`config.mk`:
```
export PLATFORM = sky130hd
export DESIGN_NAME = cpu_mem_arbiter
export DESIGN_NICKNAME = d
export VERILOG_FILES = /design/src/rtl/cpu_mem_arbiter.sv
export SDC_FILE = /design/constraint.sdc
export NUM_CORES = 1
export LEC_CHECK = 0
export CAP_MARGIN = 20
export CORE_UTILIZATION = 40
export DETAILED_ROUTE_END_ITERATION = 8
export PLACE_DENSITY_LB_ADDON = 0.05
export SLEW_MARGIN = 40
export SYNTH_ARGS = -nofsm -noshare
export SYNTH_HDL_FRONTEND = slang
export SYNTH_SLANG_ARGS = --single-unit
export TNS_END_PERCENT = 1
```
`constraint.sdc`:
```
create_clock -name clk -period 1.9 [get_ports clk]
set_input_delay 0.38 -clock clk [delete_from_list [all_inputs] [get_ports clk]]
set_output_delay 0.38 -clock clk [all_outputs]
set_load 0.1 [all_outputs]
```
`src/rtl/cpu_mem_arbiter.sv`:
```
// Shares one memory bus port between instruction fetch and the load/store path.
// One access in flight at a time; data side wins unless fetch has been starved too long.
module cpu_mem_arbiter #(
    parameter int ADDR_WIDTH   = 32,
    parameter int DATA_WIDTH   = 32,
    parameter int STARVE_LIMIT = 4,
    parameter int TIMEOUT      = 255
) (
    input  logic                    clk,
    input  logic                    rst_n,

    input  logic                    if_req_valid,
    input  logic [ADDR_WIDTH-1:0]   if_addr,
    output logic                    if_req_ready,
    output logic                    if_rsp_valid,
    output logic [DATA_WIDTH-1:0]   if_rdata,
    output logic                    if_fault,

    input  logic                    d_req_valid,
    input  logic [ADDR_WIDTH-1:0]   d_addr,
    input  logic [DATA_WIDTH/8-1:0] d_wstrb,
    input  logic [DATA_WIDTH-1:0]   d_wdata,
    output logic                    d_req_ready,
    output logic                    d_rsp_valid,
    output logic [DATA_WIDTH-1:0]   d_rdata,
    output logic                    d_fault,

    output logic                    bus_valid,
    output logic [ADDR_WIDTH-1:0]   bus_addr,
    output logic [DATA_WIDTH/8-1:0] bus_wstrb,
    output logic [DATA_WIDTH-1:0]   bus_wdata,
    input  logic                    bus_ready,
    input  logic [DATA_WIDTH-1:0]   bus_rdata
);

    localparam int SW = DATA_WIDTH / 8;
    localparam int CW = (STARVE_LIMIT < 1) ? 1 : $clog2(STARVE_LIMIT + 1);
    localparam int TW = $clog2(TIMEOUT + 2);

    typedef enum logic [1:0] {
        IDLE,
        BUS_IF,
        BUS_D,
        RESP
    } state_t;

    state_t        state;
    logic [CW-1:0] starve_cnt;
    logic [TW-1:0] timeout_cnt;

    logic starved;
    logic grant_d;
    logic grant_if;
    logic timeout_hit;
    logic access_done;

    // Fixed data priority, overridden once fetch has lost STARVE_LIMIT times in a row.
    always_comb begin
        starved      = (starve_cnt >= CW'(STARVE_LIMIT));
        grant_d      = d_req_valid && !(if_req_valid && starved);
        grant_if     = if_req_valid && !grant_d;
        d_req_ready  = rst_n && (state == IDLE) && grant_d;
        if_req_ready = rst_n && (state == IDLE) && grant_if;
        bus_valid    = (state == BUS_IF) || (state == BUS_D);
        timeout_hit  = (TIMEOUT != 0) && (timeout_cnt == TW'(TIMEOUT - 1));
        access_done  = bus_ready || timeout_hit;
    end

    always_ff @(posedge clk or negedge rst_n) begin
        if (!rst_n) begin
            state        <= IDLE;
            starve_cnt   <= '0;
            timeout_cnt  <= '0;
            bus_addr     <= '0;
            bus_wstrb    <= '0;
            bus_wdata    <= '0;
            if_rsp_valid <= 1'b0;
            if_rdata     <= '0;
            if_fault     <= 1'b0;
            d_rsp_valid  <= 1'b0;
            d_rdata      <= '0;
            d_fault      <= 1'b0;
        end else begin
            if_rsp_valid <= 1'b0;
            d_rsp_valid  <= 1'b0;
            case (state)
                IDLE: begin
                    timeout_cnt <= '0;
                    if (!if_req_valid) begin
                        starve_cnt <= '0;
                    end
                    if (grant_d) begin
                        bus_addr  <= d_addr;
                        bus_wstrb <= d_wstrb;
                        bus_wdata <= d_wdata;
                        state     <= BUS_D;
                        // A data grant only happens with fetch waiting while not yet starved,
                        // so the increment can never pass STARVE_LIMIT.
                        if (if_req_valid) begin
                            starve_cnt <= starve_cnt + CW'(1);
                        end
                    end else if (grant_if) begin
                        bus_addr   <= if_addr;
                        bus_wstrb  <= '0;
                        bus_wdata  <= '0;
                        state      <= BUS_IF;
                        starve_cnt <= '0;
                    end
                end

                BUS_IF, BUS_D: begin
                    // bus_ready on the watchdog's last cycle still counts as a normal completion.
                    if (access_done) begin
                        state <= RESP;
                        if (state == BUS_IF) begin
                            if_rsp_valid <= 1'b1;
                            if_rdata     <= bus_ready ? bus_rdata : '0;
                            if_fault     <= !bus_ready;
                        end else begin
                            d_rsp_valid  <= 1'b1;
                            d_rdata      <= bus_ready ? bus_rdata : '0;
                            d_fault      <= !bus_ready;
                        end
                    end else begin
                        timeout_cnt <= timeout_cnt + TW'(1);
                    end
                end

                RESP: begin
                    timeout_cnt <= '0;
                    state       <= IDLE;
                end

                default: begin
                    state <= IDLE;
                end
            endcase
        end
    end

    logic unused_sw;
    assign unused_sw = (SW == 0);

endmodule
```
### After elaboration in Yosys (flattened, before gate mapping)

Cells that the tools add are included.

* register bits: 150
* input bits: 137
* output and inout bits: 139

* add/subtract/negate cells: 2
* magnitude comparators: 1
* equal/unequal tests: 7
* mux-type cells: 23
* bitwise gates (word level): 1
* reductions and logical operators: 19

Operators by type and width (count)
* 2-to-1 mux 32 bit: 5
* case mux 9 bit (2 select lines): 1
* 2-to-1 mux 3 bit: 4
* adder 9 x 1 -> 9 bit (second input constant): 1
* equality test 9 x 8 -> 1 bit (second input constant): 1
* 2-to-1 mux 9 bit: 1
* 2-to-1 mux 4 bit: 2
* logical AND 1 bit: 6
* 2-to-1 mux 1 bit: 6
* 2-to-1 mux 2 bit: 3
* case mux 2 bit (3 select lines): 1
* AND reduction 3 bit: 2
* equality test 2 bit (second input constant): 2
* != test 2 bit (second input constant): 2
* AND reduction 2 bit: 2
* OR reduction 2 bit: 2
* adder 3 x 1 -> 3 bit (second input constant): 1
* >= comparator 3 bit (second input constant): 1
* logical NOT 1 bit: 3
* != test 3 bit (second input constant): 1
* equality test 2 x 1 -> 1 bit (second input constant): 1
* logical NOT 2 bit: 1
* logical OR 1 bit: 2
* nonzero test 2 bit: 1
* inverter 1 bit: 1

### Depth between registers and ports, before layout

Gate-level depths: netlist of the first run.

* depth after elaboration: 9
* gate-level depth with buffers: 9
* depth with buffers taken out: 6

### Worst setup path before layout of the first run

OpenSTA, ideal clock, no wires.

* kind: register to output
* start: register state[1]
* end: output if_req_ready
* arrival time: 2245 ps
* slack: -725 ps
* stages on the path, launching flop included: 6
* path buffers: 1
* cells stage by stage: dfrtp_1 inv_1 ha_1 clkbuf_1 nand3_1 nor2_1

* longest elaborated chain between the ends: 3

Ends and longest elaborated chain
* from (decl): line 47 `state_t state;`
* from (signal assigned): line 71 `state <= IDLE;`
* from (signal assigned): line 96 `state <= BUS_D;`
* from (signal assigned): line 106 `state <= BUS_IF;`
* logical NOT 2 bit: line 63 `if_req_ready = rst_n && (state == IDLE) && grant_if;`
* logical AND 1 bit (2 in a row): line 63
* to (decl): line 14 `output logic if_req_ready,`

No other way between the ends.

### Worst setup path in the final report of the first run

* start: input rst_n
* end: output if_req_ready

* longest elaborated chain between the ends: 2

Ends and longest elaborated chain
* from (decl): line 10 `input logic rst_n,`
* logical AND 1 bit (2 in a row): line 63

No other way between the ends.

==> results.ini, run 1 <==
[sta]
finalCriticalPeriod_ns = 1.90
timing_worst_slew_pin_value_ns = 0.502
maxSlewHeadroom_pct = 65.7
post-route-period-util_pct = 100
report.final.setup_viol = 0
rsz0062_at_grt = true
final_setup_skew_ns = 0.0106
fmax_mhz = 526
timing.final.hold_violations = 0
timing.final.max_slew_violations = 0

[grt]
via_count_of_the_first_global_routing_pass = 4874
antenna_violations_before_repair = 0
grt_start_max_net_pins = 150
grt_overflow_total = 0
global_route.usage.total_pct = 23.1
grt_first_pass_wirelength_um = 26100

[cts]
cts.sink_count = 150
tritoncts_clock_tree = done
clk_path_buf_depth = 2
cts_h_tree_depth = 4
clkLatencyLatePin_ns = 0.42
ctsRootBufferMaster = sky130_fd_sc_hd__clkbuf_16
cts_buffers = 17
clkSlewWorstSetupHoldPaths_ns = 0.06

[critical_path]
crit_buf_inv = 3
criticalPathCategory = input pin to output pin
cp_slowest_cell = sky130_fd_sc_hd__dlygate4sd3_1
kind_of_capture_point_of_the_worst_setup_path = output pin
worst-path-stages = 5
critical_path.top_delay_family = buffers and inverters
worst-r2r-cell-count = 7
critical_path.cell_chain = dlygate4sd3_1, buf_6, nand3_2, nor2_4, buf_12
critPathMaxStageDelay_ns = 0.57
worst-endpoint-required_ns = 1.52
cp_data_arrival_time_ns = 1.52
startpoint_type = input pin
critical_path_peak_fanout = 4

[finish]
most_common_cell_after_layout_fill_and_taps_aside = sky130_fd_sc_hd__dfrtp_1
final_layout_size_suffix_gt1_share_pct = 27.9
area_delta_synth_final_pct = 61.0
final-instance-count-excl-fill = 952
final_nets = 897
fin_util_pct = 65.9
insertedDiodeCount = 0
postLayoutCellArea_sq_um = 9540
final_cell_mix = sky130_fd_sc_hd__dfrtp_1 (149), sky130_fd_sc_hd__buf_4 (148), sky130_fd_sc_hd__clkdlybuf4s50_1 (135), sky130_fd_sc_hd__a22o_1 (100), sky130_fd_sc_hd__nand2_1 (35)

[floorplan]
design.die.area_sq_um = 15300
boundaryPins = 276
die_x_um = 124
core_region_area_sq_um = 14500
start_util_pct = 40.9
dieHeight_um = 124
rows = 44

[routing]
detail_route.iter0.violations = 247
antenna_left = 0
dr_total_vias = 4954
routed_wire_length_per_instance_um = 18.8
vias_per_cell = 5.20
drc = 0
detail_route.first_pass.iterations = 5
wirelength_um = 17900

[yosys]
ys.flop_type = sky130_fd_sc_hd__dfrtp_1
async_flop_share_pct = 100
netlist_instances = 466
syn_avg_cell_area_sq_um = 12.7
synth_nets = 608
synth_edf_count = 0
yosysWarnings = 0
yosys.cell_types.count = 36
synth-seq-cells = 150
synthesis.area_sq_um = 5920
ys_seq_area_share_pct = 63.4

[placement]
dp.cells = 915
detailedPlacementHpwl_um = 12800
routabilityCongestion = 0.831
portBuffers = 275
placed_standard_cell_area_sq_um = 8880

[run_status]
result_of_the_run = finished, final reports clean

[run]
timing.max_cap.violations = 0

[min_path]
hold-path-cell-count = 2
holdCritPathClass = flip-flop to flip-flop

[area by class of cell]
cell class	instances	area [sq um]
sequential	150	3750
clock inverter	14	140
clock buffer	18	439
timing repair buffer	307	2910
tap	184	230
inverter	11	41.3
fill	1115	4940
multi-input combinational	268	2020
[cells by family (layout without fill, tap and decap cells)]
logic type,count (synthesis),count (layout),share of synthesized area [%]
AOI/OAI and AO/OA,161,161,20.7
xor gates and xnor gates,3,3,0.444
adders and majority gates,5,5,1.06
buffers and inverters,48,350,3.46
DFF,150,150,63.4
muxes,33,33,5.58
and+or+nand+nor,66,66,5.37
[sequential cells by signal, indices dropped and copies added (netlist names), 2 cells and up]
signal	count
bus_addr	32
bus_wdata	32
d_rdata	32
if_rdata	32
timeout_cnt	9
bus_wstrb	4
starve_cnt	3
state	2
[through the flow]
step | TNS (ns) | worst slack [ns] | hold slack (ns)
after floorplan | -6.16 | -0.130 | 0.0844
after global placement | 0 | 0.0202 | 0.171
after detailed placement | -0.179 | -0.0319 | 0.171
after CTS | -0.00598 | -0.00598 | 0.165
after global routing | -0.0481 | -0.0331 | 0.513
final | 0 | 0.000106 | 0.483
[worst register-to-register path, delay by kind of cell (launching register included)]
kind	cells	cell delay [ns]
AO/OA/AOI/OAI	2	0.42
adder cells (fa/ha/maj)	1	0.15
buffers and inverters	2	0.30
flip-flops	1	0.38
AND/OR/NAND/NOR	2	0.41
[Yosys cell counts, types with 2 or more instances]
cell type                  count  share of area, %
sky130_fd_sc_hd__nand2_1      35               2.2
sky130_fd_sc_hd__o31ai_1       5              0.63
sky130_fd_sc_hd__clkbuf_1     17               1.1
sky130_fd_sc_hd__o21ai_0      34               2.9
sky130_fd_sc_hd__a22o_1      100                15
sky130_fd_sc_hd__ha_1          5               1.1
sky130_fd_sc_hd__nor2_1        8              0.51
sky130_fd_sc_hd__o211ai_1      2              0.25
sky130_fd_sc_hd__a21oi_1       7              0.59
sky130_fd_sc_hd__dfrtp_1     150                63
sky130_fd_sc_hd__nand4_1       4              0.42
sky130_fd_sc_hd__inv_1        11              0.70
sky130_fd_sc_hd__and3_1        2              0.21
sky130_fd_sc_hd__nand3_1       4              0.34
sky130_fd_sc_hd__or4_1         2              0.25
sky130_fd_sc_hd__buf_2        20               1.7
sky130_fd_sc_hd__xnor2_1       3              0.44
sky130_fd_sc_hd__and2_1        3              0.32
sky130_fd_sc_hd__a211oi_1      3              0.38
sky130_fd_sc_hd__o22ai_1       3              0.32
sky130_fd_sc_hd__mux2i_1      33               5.6
[final timing paths]
| kind | from | endpoint | slack [ns] |
|---|---|---|---|
| hold reg to reg | bus_addr[2] | bus_addr[2] | 0.48 |
| max in group asynchronous | rst_n | timeout_cnt[7] | 0.57 |
| setup / recovery | rst_n | if_req_ready | 0.0001 |
| min in group asynchronous | rst_n | timeout_cnt[2] | 0.55 |
| setup reg to reg | timeout_cnt[0] | if_rdata[1] | 0.12 |
| hold / removal | bus_addr[2] | bus_addr[2] | 0.48 |
[layer usage]
metal / global-route usage [%] / routed length [um] / up-vias
li1: - / - / 2301
met1: 26.5 / 6860 / 2442
met2: 40.3 / 9160 / 190
met3: 7.78 / 1540 / 21
met4: 7.08 / 338 / 0
met5: 0 / 0 / -
[what timing repair did]
item	4_1_cts	5_1_grt
hold endpoints to repair	1	46
endpoints found under the setup margin	3	20
resized for setup	1	4
pin swaps	1	2
buffers inserted	2	0
hold buffers	1	1
Power of run 1 is left out: the tool's default activity adds up to more than one toggle a clock period on the data nets, which glitch-free logic cannot reach.
==> run 2, diff against run 1 <==
--- a/config.mk
+++ b/config.mk
@@ -5,7 +5,6 @@
 export SDC_FILE = /design/constraint.sdc
 export NUM_CORES = 1
 export LEC_CHECK = 0
-export CAP_MARGIN = 20
 export CORE_UTILIZATION = 40
 export DETAILED_ROUTE_END_ITERATION = 8
 export PLACE_DENSITY_LB_ADDON = 0.05
==> results of run 2 <==
No change in the layout: final DEF, timing and power equal those of run 1.
Power of run 2 is left out for the same reason.
==> run 3, diff against run 2 <==
--- a/config.mk
+++ b/config.mk
@@ -7,6 +7,7 @@
 export LEC_CHECK = 0
 export CORE_UTILIZATION = 40
 export DETAILED_ROUTE_END_ITERATION = 8
+export MAX_ROUTING_LAYER = met4
 export PLACE_DENSITY_LB_ADDON = 0.05
 export SLEW_MARGIN = 40
 export SYNTH_ARGS = -nofsm -noshare
==> run 3 against run 2 <==
  * Cell count unchanged
  * Wire length down 0.26%
  * Worst setup slack worse by 0.0013 ns
  * Critical path depth unchanged
  * Register-to-register slack about the same
  * Clock skew down 0.0034 ns
  * The flow now finishes with violations (setup timing)
  * Via count up 0.69%
  * Worst hold slack about the same
  * Maximum frequency about the same
==> results.ini, run 3 (synthesis results as in run 1) <==
[placement]
pre_cts_ws_ns = -0.0319  ; unchanged
dp.cells = 915  ; unchanged
detailedPlacementHpwl_um = 12800  ; unchanged
routabilityCongestion = 0.844  ; was 0.831
portBuffers = 275  ; unchanged

[cts]
clkLatencyLatePin_ns = 0.42  ; about the same
cts.sink_count = 150  ; unchanged
cts_h_tree_depth = 4  ; unchanged
cts_buffers = 17  ; unchanged
tritoncts_clock_tree = done  ; unchanged
ctsRootBufferMaster = sky130_fd_sc_hd__clkbuf_16  ; unchanged
clk_path_buf_depth = 2  ; unchanged
clkSlewWorstSetupHoldPaths_ns = 0.06  ; about the same

[sta]
rsz0062_at_grt = true  ; unchanged
finalCriticalPeriod_ns = 1.90  ; about the same
timing_worst_slew_pin_value_ns = 0.511  ; was 0.502 ns
report.final.setup_viol = 1  ; was 0
timing.final.hold_violations = 0  ; unchanged
post-route-period-util_pct = 100  ; about the same
final_setup_skew_ns = 0.00722  ; was 0.0106 ns
fin_worst_hold_slack_ns = 0.482  ; was 0.483 ns
fmax_mhz = 526  ; about the same
setup_ws_ns = -0.00124  ; was 0.000106 ns
timing.final.max_slew_violations = 0  ; unchanged
maxSlewHeadroom_pct = 65.0  ; was 65.7%

[routing]
drc = 0  ; unchanged
detail_route.iter0.violations = 257  ; was 247
antenna_left = 0  ; unchanged
dr_total_vias = 4988  ; was 4954
vias_per_cell = 5.24  ; was 5.20
routed_wire_length_per_instance_um = 18.8  ; about the same
detail_route.first_pass.iterations = 4  ; was 5
wirelength_um = 17900  ; about the same

[grt]
via_count_of_the_first_global_routing_pass = 4888  ; was 4874
grt_overflow_total = 0  ; unchanged
antenna_violations_before_repair = 0  ; unchanged
global_route.usage.total_pct = 23.8  ; was 23.1%
grt_first_pass_wirelength_um = 26100  ; about the same
grt_start_max_net_pins = 150  ; unchanged

[critical_path]
critPathMaxStageDelay_ns = 0.57  ; about the same
kind_of_capture_point_of_the_worst_setup_path = output pin  ; unchanged
cp_slowest_cell = sky130_fd_sc_hd__dlygate4sd3_1  ; unchanged
worst-endpoint-required_ns = 1.52  ; about the same
critical_path.cell_chain = dlygate4sd3_1, buf_6, nand3_2, nor2_4, buf_12  ; unchanged
startpoint_type = input pin  ; unchanged
criticalPathCategory = input pin to output pin  ; unchanged
cp_data_arrival_time_ns = 1.52  ; about the same
critical_path_peak_fanout = 4  ; unchanged

[finish]
final-instance-count-excl-fill = 952  ; unchanged
insertedDiodeCount = 0  ; unchanged
area_delta_synth_final_pct = 61.0  ; unchanged
final_layout_size_suffix_gt1_share_pct = 27.9  ; unchanged
most_common_cell_after_layout_fill_and_taps_aside = sky130_fd_sc_hd__dfrtp_1  ; unchanged
final_nets = 897  ; unchanged
filler_cells = 1114  ; was 1115
final_cell_mix = sky130_fd_sc_hd__dfrtp_1 (149), sky130_fd_sc_hd__buf_4 (148), sky130_fd_sc_hd__clkdlybuf4s50_1 (135), sky130_fd_sc_hd__a22o_1 (100), sky130_fd_sc_hd__nand2_1 (35)  ; unchanged

[floorplan]
dieHeight_um = 124  ; unchanged
design.die.area_sq_um = 15300  ; unchanged
boundaryPins = 276  ; unchanged
core_region_area_sq_um = 14500  ; unchanged
start_util_pct = 40.9  ; unchanged
die_x_um = 124  ; unchanged
rows = 44  ; unchanged

[run]
timing.max_cap.violations = 0  ; unchanged

[run_status]
result_of_the_run = finished, violations left  ; was finished, final reports clean
failed_checks = setup timing

[min_path]
holdCritPathClass = flip-flop to flip-flop  ; unchanged

==> run 3: cell counts in the layout (fill, tap and decap cells not counted) <==
No cell type changed its count.
==> run 3: what timing repair did <==
item / 4_1_cts / 5_1_grt
hold buffers: 1 / 1
gates resized for setup: 1 / 4
endpoints found under the hold margin: 1 / 48
setup endpoints to repair: 3 / 20
pin swaps: 1 / 2
setup buffers: 2 / 0
==> run 3: cell type report <==
class / instances / area, sq um / share of cell area [%]
tap: 184 / 230 / 2.41
inverter: 11 / 41.3 / 0.433
timing repair buffer: 307 / 2910 / 30.5
sequential: 150 / 3750 / 39.4
clock inverter: 14 / 140 / 1.47
multi-input combinational: 268 / 2020 / 21.2
clock buffer: 18 / 439 / 4.60
==> run 3: path summary, 6_finish.rpt <==
kind | start | to | slack [ns] | depth (start not counted)
min reg2reg | bus_addr[2] | bus_addr[2] | 0.48 | 2
min in group asynchronous | rst_n | timeout_cnt[1] | 0.55 | 3
min | bus_addr[2] | bus_addr[2] | 0.48 | 2
max in group asynchronous | rst_n | bus_addr[26] | 0.59 | 4
max | rst_n | if_req_ready | -0.001 | 5
max reg2reg | timeout_cnt[0] | if_rdata[1] | 0.13 | 7
==> run 3: stage by stage <==
step	cell area (sq um)	setup TNS, ns	util (%)
6_report	9540	-0.00124	65.9
5_1_grt	9540	-0.0466	65.9
4_1_cts	9480	-0.00598	65.5
3_5_place_dp	8880	-0.179	61.3
3_3_place_gp	8880	0	61.3
2_1_floorplan	5940	-6.16	-
==> run 3: routing by layer <==
metal / vias up / share of wire [%] / GRT usage, %
met5: - / 0 / -
met4: 0 / 2.0 / 7.98
met3: 20 / 7.9 / 6.59
met2: 189 / 52 / 40.4
met1: 2474 / 38 / 27.0
li1: 2305 / - / -
==> run 3: critical path: cells and delay by family <==
family / cells / cell delay [ns]
simple gates: 2 / 0.25
buf+inv: 3 / 0.89
Power of run 3 is left out for the same reason.
